`src/rtl/fft_sdf_ctrl_if.sv`:
```
// fft_sdf_ctrl_if: sample handshake, per-stage control and output tagging bundle of the SDF FFT sequencer
// Optional frame counter port is present when FFT_FRAME_CNT_EN is defined.
interface fft_sdf_ctrl_if #(
  parameter int LOG2N = 5
);
  logic                         in_valid;
  logic                         in_ready;
  logic                         in_zero;
  logic [LOG2N-1:0]             cnt_en;
  logic [LOG2N-1:0]             stage_mode;
  logic [LOG2N*(LOG2N-1)-1:0]   tw_addr;
  logic                         out_valid;
  logic                         out_first;
  logic                         out_last;
  logic [LOG2N-1:0]             out_index;
  logic                         busy;
  logic                         gap_err;
`ifdef FFT_FRAME_CNT_EN
  logic [15:0]                  frame_cnt;
`endif

  // controller side
  modport master (
    input  in_valid,
    output in_ready, in_zero, cnt_en, stage_mode, tw_addr,
    output out_valid, out_first, out_last, out_index, busy, gap_err
`ifdef FFT_FRAME_CNT_EN
    , output frame_cnt
`endif
  );

  // sample source / datapath side
  modport slave (
    output in_valid,
    input  in_ready, in_zero, cnt_en, stage_mode, tw_addr,
    input  out_valid, out_first, out_last, out_index, busy, gap_err
`ifdef FFT_FRAME_CNT_EN
    , input frame_cnt
`endif
  );
endinterface

```
`src/rtl/fft_sdf_ctrl.sv`:
```
// fft_sdf_ctrl: sequencer for a radix-2 SDF FFT pipeline (stage enables, butterfly modes, twiddle addresses, output tags)
// Define FFT_FRAME_CNT_EN to add the 16-bit frame_cnt output.
module fft_sdf_ctrl #(
  parameter int N_POINT   = 32,
  parameter int LOG2N     = 5,
  parameter int STAGE_REG = 1
) (
  input logic            clk,
  input logic            rst,
  fft_sdf_ctrl_if.master bus
);
  localparam int L  = N_POINT - 1 + LOG2N * STAGE_REG;
  localparam int TW = LOG2N - 1;

  // cycle at which stage s sees the first token of a frame
  function automatic int off(input int s);
    int o = 0;
    for (int k = 0; k < s; k++) o += (N_POINT >> (k + 1)) + STAGE_REG;
    return o;
  endfunction

  typedef enum logic [1:0] {IDLE, RUN, PAD, TAIL} state_t;

  state_t             state, state_nx;
  logic [LOG2N-1:0]   cnt, cnt_nx;
  logic               tok, is_real, gap, gap_err;
  logic [L-1:0]       tok_sr, real_sr;
  logic [LOG2N-1:0]   idx, rev, cnt_en, mode;
  logic [LOG2N*TW-1:0] tw;

  // next state, sample/pad counting and input-side handshake
  always_comb begin
    state_nx     = state;
    cnt_nx       = cnt;
    tok          = 1'b0;
    is_real      = 1'b0;
    gap          = 1'b0;
    bus.in_ready = 1'b0;
    bus.in_zero  = 1'b0;
    case (state)
      IDLE: begin
        bus.in_ready = 1'b1;
        tok          = bus.in_valid;
        is_real      = bus.in_valid;
        state_nx     = bus.in_valid ? RUN : IDLE;
        cnt_nx       = bus.in_valid ? LOG2N'(1) : '0;
      end
      RUN: begin
        bus.in_ready = 1'b1;
        if (cnt == '0) begin
          tok      = bus.in_valid;
          is_real  = bus.in_valid;
          state_nx = bus.in_valid ? RUN : PAD;
          cnt_nx   = bus.in_valid ? LOG2N'(1) : '0;
        end else begin
          tok         = 1'b1;
          is_real     = 1'b1;
          gap         = !bus.in_valid;
          bus.in_zero = !bus.in_valid;
          cnt_nx      = cnt + LOG2N'(1);
        end
      end
      PAD: begin
        tok         = 1'b1;
        bus.in_zero = 1'b1;
        cnt_nx      = cnt + LOG2N'(1);
        state_nx    = &cnt ? TAIL : PAD;
      end
      TAIL: state_nx = (tok_sr == '0) ? IDLE : TAIL;
      default: state_nx = IDLE;
    endcase
  end

  // state, token pipes, output bin counter and sticky gap flag
  always_ff @(posedge clk or negedge rst) begin
    if (!rst) begin
      state   <= IDLE;
      cnt     <= '0;
      tok_sr  <= '0;
      real_sr <= '0;
      idx     <= '0;
      gap_err <= 1'b0;
    end else begin
      state   <= state_nx;
      cnt     <= cnt_nx;
      tok_sr  <= {tok_sr[L-2:0], tok};
      real_sr <= {real_sr[L-2:0], is_real};
      idx     <= real_sr[L-1] ? idx + LOG2N'(1) : idx;
      gap_err <= gap_err | gap;
    end
  end

  for (genvar s = 0; s < LOG2N; s++) begin : g_stage
    localparam int W = LOG2N - s;
    logic [W-1:0] c;
    if (s == 0) begin : g_first
      assign cnt_en[s] = tok;
    end else begin : g_later
      assign cnt_en[s] = tok_sr[off(s)-1];
    end
    // local butterfly counter, modulo twice the stage delay depth
    always_ff @(posedge clk or negedge rst) begin
      if (!rst) c <= '0;
      else if (cnt_en[s]) c <= c + W'(1);
    end
    assign mode[s] = c[W-1];
    if (s < LOG2N - 1) begin : g_tw
      assign tw[s*TW +: TW] = c[W-1] ? TW'(c[W-2:0]) << s : '0;
    end
  end

  for (genvar b = 0; b < LOG2N; b++) begin : g_rev
    assign rev[b] = idx[LOG2N-1-b];
  end

  assign bus.cnt_en     = cnt_en;
  assign bus.stage_mode = mode;
  assign bus.tw_addr    = tw;
  assign bus.out_valid  = real_sr[L-1];
  assign bus.out_first  = real_sr[L-1] & (idx == '0);
  assign bus.out_last   = real_sr[L-1] & (&idx);
  assign bus.out_index  = rev;
  assign bus.busy       = (state != IDLE) | (|tok_sr);
  assign bus.gap_err    = gap_err;

`ifdef FFT_FRAME_CNT_EN
  // count frames as their final bin leaves the pipeline
  always_ff @(posedge clk or negedge rst) begin
    if (!rst) bus.frame_cnt <= '0;
    else if (bus.out_last) bus.frame_cnt <= bus.frame_cnt + 16'd1;
  end
`endif
endmodule
```
`src/flat_wrapper.sv`:
```
// flat-port wrapper written by rule: the top's interface ports become plain ports
module fft_sdf_ctrl_flat 
#(
  parameter int N_POINT   = 32,
  parameter int LOG2N     = 5,
  parameter int STAGE_REG = 1
)
  (clk, rst, bus_in_valid, bus_in_ready, bus_in_zero, bus_cnt_en, bus_stage_mode, bus_tw_addr, bus_out_valid, bus_out_first, bus_out_last, bus_out_index, bus_busy, bus_gap_err);
  fft_sdf_ctrl_if #(.LOG2N(LOG2N)) bus_i ();
  input logic clk;
  input logic rst;
  input wire logic [$bits(bus_i.in_valid)-1:0] bus_in_valid;
  output wire logic [$bits(bus_i.in_ready)-1:0] bus_in_ready;
  output wire logic [$bits(bus_i.in_zero)-1:0] bus_in_zero;
  output wire logic [$bits(bus_i.cnt_en)-1:0] bus_cnt_en;
  output wire logic [$bits(bus_i.stage_mode)-1:0] bus_stage_mode;
  output wire logic [$bits(bus_i.tw_addr)-1:0] bus_tw_addr;
  output wire logic [$bits(bus_i.out_valid)-1:0] bus_out_valid;
  output wire logic [$bits(bus_i.out_first)-1:0] bus_out_first;
  output wire logic [$bits(bus_i.out_last)-1:0] bus_out_last;
  output wire logic [$bits(bus_i.out_index)-1:0] bus_out_index;
  output wire logic [$bits(bus_i.busy)-1:0] bus_busy;
  output wire logic [$bits(bus_i.gap_err)-1:0] bus_gap_err;
  assign bus_i.in_valid = bus_in_valid;
  assign bus_in_ready = bus_i.in_ready;
  assign bus_in_zero = bus_i.in_zero;
  assign bus_cnt_en = bus_i.cnt_en;
  assign bus_stage_mode = bus_i.stage_mode;
  assign bus_tw_addr = bus_i.tw_addr;
  assign bus_out_valid = bus_i.out_valid;
  assign bus_out_first = bus_i.out_first;
  assign bus_out_last = bus_i.out_last;
  assign bus_out_index = bus_i.out_index;
  assign bus_busy = bus_i.busy;
  assign bus_gap_err = bus_i.gap_err;
  fft_sdf_ctrl #(.N_POINT(N_POINT), .LOG2N(LOG2N), .STAGE_REG(STAGE_REG)) u_core (.clk(clk), .rst(rst), .bus(bus_i));
endmodule
```
`config.mk`:
```
export PLATFORM = sky130hd
export DESIGN_NAME = fft_sdf_ctrl_flat
export DESIGN_NICKNAME = d
export VERILOG_FILES = /design/src/rtl/fft_sdf_ctrl_if.sv /design/src/rtl/fft_sdf_ctrl.sv /design/src/flat_wrapper.sv
export SDC_FILE = /design/constraint.sdc
export NUM_CORES = 1
export LEC_CHECK = 0
export ABC_CLOCK_PERIOD_IN_PS = 3400
export CORE_MARGIN = 10
export CORE_UTILIZATION = 45
export CTS_CLUSTER_DIAMETER = 200
export DETAILED_ROUTE_END_ITERATION = 8
export PLACE_DENSITY = 0.67
export SLEW_MARGIN = 15
export SYNTH_ARGS = -nofsm -noshare
export SYNTH_HDL_FRONTEND = slang
export SYNTH_SLANG_ARGS = --single-unit
export TNS_END_PERCENT = 50
```
`constraint.sdc`:
```
create_clock -name clk -period 3.4 [get_ports clk]
set_input_delay 0.68 -clock clk [delete_from_list [all_inputs] [get_ports clk]]
set_output_delay 0.68 -clock clk [all_outputs]
set_load 0.1 [all_outputs]
```
==> After elaboration in Yosys (flattened, before gate mapping) <==
Index checks and enable logic that the tools add are counted.
{ "totals": {"elab_cells": 57, "reg_bits": 100, "output_inout_bits": 42, "input_bits": 3} }
{ "classes": {"reduce_logical": 11, "addsub": 7, "mux": 20, "eq_ne": 4, "bitwise_logic": 4} }
{ "ops": {"columns": ["cell", "count"], "rows": [
  ["36-bit zero test", 1],
  ["36-bit OR reduction", 1],
  ["4-bit two-way mux", 4],
  ["5-bit by 1-bit adder with 5-bit output (second input constant)", 3],
  ["5-bit one-hot mux with 3 select lines", 1],
  ["5-bit zero test", 2],
  ["5-bit AND reduction", 2],
  ["2-bit one-hot mux with 4 select lines", 1],
  ["1-bit two-way mux", 7],
  ["2-bit two-way mux", 3],
  ["5-bit two-way mux", 1],
  ["4-bit by 1-bit adder with 4-bit output (second input constant)", 1],
  ["2-bit == test (second input constant)", 2],
  ["1-bit one-hot mux with 2 select lines", 2],
  ["3-bit by 1-bit adder with 3-bit output (second input constant)", 1],
  ["1-bit one-hot mux with 3 select lines", 1],
  ["3-bit nonzero test", 1],
  ["2-bit by 1-bit adder with 2-bit output (second input constant)", 1],
  ["1-bit bitwise AND", 2],
  ["2-bit by 1-bit == test with 1-bit output (second input constant)", 1],
  ["2-bit zero test", 1],
  ["2-bit by 1-bit inequality test with 1-bit output (second input constant)", 1],
  ["1-bit OR", 2],
  ["2-bit nonzero test", 1],
  ["3 further kinds", 3]
]} }

==> Depth between registers and ports, before layout <==
{ "logic_depth": {"depth_word": 4, "mapped_depth": 7, "mapped_depth_nobuf": 7} }

==> Worst setup path after synthesis <==
Ideal clock, no wire load.
{ "synth_timing": {"path_type": "register to output", "from": "reg u_core.idx[0]", "to": "out bus_out_last", "stages_incl_launch_ff": 5, "slack_ns": 0.437, "required_time_ns": 2.720, "arrival_time_ns": 2.283, "path_buffers": 0, "path_cell_list": "dfrtp_1 -> ha_1 -> and3_1 -> ha_1 -> and2_1"} }
{ "synth_via": {"elab_chain_cells": 2} }
{ "synth_rtl": {"columns": ["element", "line_no", "source"], "rows": [
  ["start, declared", "fft_sdf_ctrl.sv:28", "logic [LOG2N-1:0] idx, rev, cnt_en, mode;"],
  ["start signal, assigned", "fft_sdf_ctrl.sv:88", "idx <= real_sr[L-1] ? idx + LOG2N'(1) : idx;"],
  ["5-bit AND reduction", "fft_sdf_ctrl.sv:121", "assign bus.out_last = real_sr[L-1] & (&idx);"],
  ["1-bit bitwise AND", "fft_sdf_ctrl.sv:121", null],
  ["end, declared", "flat_wrapper.sv:20", "output wire logic [$bits(bus_i.out_last)-1:0] bus_out_last;"]
]} }
Every way passes these cells.

==> Final worst setup path <==
{ "layout_timing": {"from": "reg u_core.cnt[0]", "to": "out bus_cnt_en[0]"} }
{ "layout_via": {"elab_chain_cells": 3} }
{ "layout_rtl": {"columns": ["element", "line_no", "source"], "rows": [
  ["start, declared", "fft_sdf_ctrl.sv:25", "logic [LOG2N-1:0] cnt, cnt_nx;"],
  ["start signal, assigned", "fft_sdf_ctrl.sv:85", "cnt <= cnt_nx;"],
  ["5-bit zero test", "fft_sdf_ctrl.sv:50", "if (cnt == '0) begin"],
  ["1-bit two-way mux", "fft_sdf_ctrl.sv:50", null],
  ["1-bit one-hot mux with 3 select lines", "fft_sdf_ctrl.sv:40", "case (state)"],
  ["end, declared", "flat_wrapper.sv:15", "output wire logic [$bits(bus_i.cnt_en)-1:0] bus_cnt_en;"]
]} }
Every way passes these cells.

==> qor.txt <==
Final setup viols = 0
Max VDD drop = 0.000311 V
H-Tree Depth = 3
Routed WL = 5270 um
Static Leak = 1.90 nW
critical setup path kind = reg2out
max-slew violations = 0
post-CTS sizing = 0
fin crit share = 0.834
total negative slack = 0 ns
Clock Path Buffers = 2
minimum clock period = 2.84 ns
Port Buf Inserts = 34
CTS tree = built
Seq/Total Area, Yosys = 0.704
Core Footprint = 7690 sq um
worst-skew pair later-pin latency = 0.35 ns
FF/Latch Area = 2500 sq um
row cnt = 32
DR iter-0 viols = 63
total CTS buffers = 9
CP arrival = 2.16 ns
vias per inst = 4.75
power density cells = 504 nW/um^2
filler instances = 659
Max-slew headroom = 0.590
die width = 109 um
slowest stage delay, CP = 0.48 ns
Final Hold Viols = 0
vias in the first global route = 1789
Place WS = 0.794 ns
first-pass GRT wire length = 8890 um
Crit. End Element = output port
Die Height = 109 um
Total Nets Final = 296
Final Skew = 0.00857 ns
area of the die = 11800 sq um
Ys Warns = 4
RSZ-0062 raised after global routing = false
worst-path fanout max = 7
CP max stage cell = or4b_4
Hold Crit Class = in2async
crit path buf inv count = 2
FF-to-FF path depth = 5
post-detail-place hpwl = 3630 um
Final Wtd Congestion = 0.805
Post-Syn Instances = 245
Detail Route Antenna Nets = 0
largest net degree at the start of global routing = 53
layout cells sized above 1 = 0.219
Slew @ Worst Pin = 0.615 ns
n_diodes = 0
Mapped Area = 3550 sq um
P&R area growth vs syn = 14.3%
Initial Util = 0.462
drt pass-1 iters = 4
CTS clk-pin slew, worst paths = 0.10 ns
# Post-CTS Setup Buffers = 0
fmax = 353 MHz
WP data required = 2.72 ns
DR vias = 1828
flip-flop and latch count after synthesis = 100
Ports = 45
reg-to-reg slack, setup = 1.36 ns
Worst R2R Start = u_core.cnt[0]$_DFFE_PN0P_
Mapped Avg Cell Area = 14.5 sq um
status = completed
crit start category = register
cells along the critical path = inv_1, ha_1, or4b_4, a221o_2, buf_12
Remaining Overflow, GRT = 0
Residual DRC = 0
max cap viols = 0
root buf cell = clkbuf_8
routed length per placed instance = 13.7 um
Cell variety after synth = 39
# clock sinks = 100
Reg-to-Reg End = u_core.g_stage[0].c[1]$_DFFE_PN0P_
kind of cell adding the most delay to the critical path = simple AND/OR/NAND/NOR gates
initial antenna violation count = 0
Final WS setup = 0.564 ns
GRT Resource Usage Total = 0.0938
CTS hold repair buffers = 0
area of the multi-input gates = 896 sq um
==> final cells by class <==
type,instances,area share
Sequential cell,100,0.616
Clock buffer,10,0.0339
Clock inverter,6,0.0188
Multi-Input combinational cell,124,0.221
Tap cell,102,0.0314
Inverter,8,0.00740
Timing Repair Buffer,35,0.0715
==> cell families after synthesis <==
kind of cell | count (synthesis) | share of synthesized area
flip-flops | 100 | 0.704
buffers and inverters | 30 | 0.0528
XOR/XNOR | 14 | 0.0345
AO/OA/AOI/OAI | 22 | 0.0412
AND/OR/NAND/NOR | 57 | 0.0933
adder cells (fa/ha/maj) | 15 | 0.0528
multiplexers | 6 | 0.0197
other | 1 | 0.00106
==> stage by stage <==
stage                     power, mW  instance area (sq um)  instances   util  hold WS, ns
after floorplan                1.28                   3590        254      -        0.331
after global placement         1.30                   3850        369  0.500        0.333
after detailed placement       1.30                   3850        369  0.500        0.336
after CTS                      2.08                   4060        385  0.528        0.336
after global routing           2.13                   4060        385  0.528        0.347
final                          2.05                   4060        385  0.528        0.334
==> worst max path at each step <==
stage,startpoint,endpoint,cells past startpoint
2_1_floorplan,u_core.idx[0]$_DFFE_PN0P_,bus_out_last,4
3_3_place_gp,bus_in_valid,bus_cnt_en[0],4
3_5_place_dp,bus_in_valid,bus_cnt_en[0],4
4_1_cts,u_core.cnt[0]$_DFFE_PN0P_,bus_cnt_en[0],5
5_1_grt,u_core.cnt[0]$_DFFE_PN0P_,bus_cnt_en[0],5
6_report,u_core.cnt[0]$_DFFE_PN0P_,bus_cnt_en[0],5
==> placed cells by master, fill, tap and decap left out, types with 3 or more instances in the layout <==
cell type / n
buf_4: 32
nor4_1: 9
dfrtp_1: 100
conb_1: 10
ha_1: 15
nand2_1: 14
xnor2_1: 8
inv_1: 8
inv_6: 3
mux2_2: 4
a21oi_1: 3
and2_1: 10
nor2b_1: 3
nand4_1: 5
o21ai_0: 8
clkbuf_8: 10
xor2_1: 6
==> synthesized netlist by cell type, drive strengths merged <==
cell type / n / area share
a21o: 2 / 0.0046
a21oi: 3 / 0.0042
a221o: 1 / 0.0032
a2bb2oi: 2 / 0.0049
a31oi: 1 / 0.0018
a41oi: 1 / 0.0025
and2: 10 / 0.018
and3: 2 / 0.0039
and4b: 1 / 0.0028
buf: 20 / 0.042
clkbuf: 2 / 0.0021
conb: 1 / 0.0011
dfrtp: 100 / 0.70
ha: 15 / 0.053
inv: 8 / 0.0085
mux2: 5 / 0.017
mux2i: 1 / 0.0028
nand2: 14 / 0.015
nand2b: 2 / 0.0035
nand3: 2 / 0.0028
nand4: 5 / 0.0088
nor2: 2 / 0.0021
nor2b: 3 / 0.0053
nor3: 1 / 0.0014
nor4: 9 / 0.016
nor4b: 2 / 0.0049
o21a: 1 / 0.0021
o21ai: 8 / 0.011
o21bai: 1 / 0.0021
o221ai: 1 / 0.0025
o31ai: 1 / 0.0021
or2: 2 / 0.0035
or3: 1 / 0.0021
or4b: 1 / 0.0039
xnor2: 8 / 0.020
xor2: 6 / 0.015
==> worst reg2reg max path, stage by stage (launching register included) <==
cell and delay, ns:
dfrtp_1 0.42, inv_1 0.09, ha_1 0.16, or4b_4 0.48, a221o_2 0.46, mux2_4 0.32
==> metal layers <==
metal | up-vias | part of all wire | GRT usage
met2 | 50 | 0.42 | 0.126
li1 | 869 | - | -
met3 | 2 | 0.088 | 0.0366
met4 | 0 | 0.0059 | 0.0367
met1 | 907 | 0.48 | 0.133
met5 | - | 0 | 0
==> flip-flops by register name, summed over array words and instances, names as in the netlist <==
register / flops
u_core.tok_sr: 36
u_core.state: 2
u_core.real_sr: 36
u_core.g_stage.c: 15
u_core.bus.gap_err: 1
u_core.cnt: 5
u_core.idx: 5
==> power breakdown <==
group	switching (mW)	internal, mW
combinational	0.0758	0.00575
sequential	0.000288	1.19
clock	0.400	0.375
total	0.476	1.57
No activity file was read; power rests on OpenSTA's default activity.
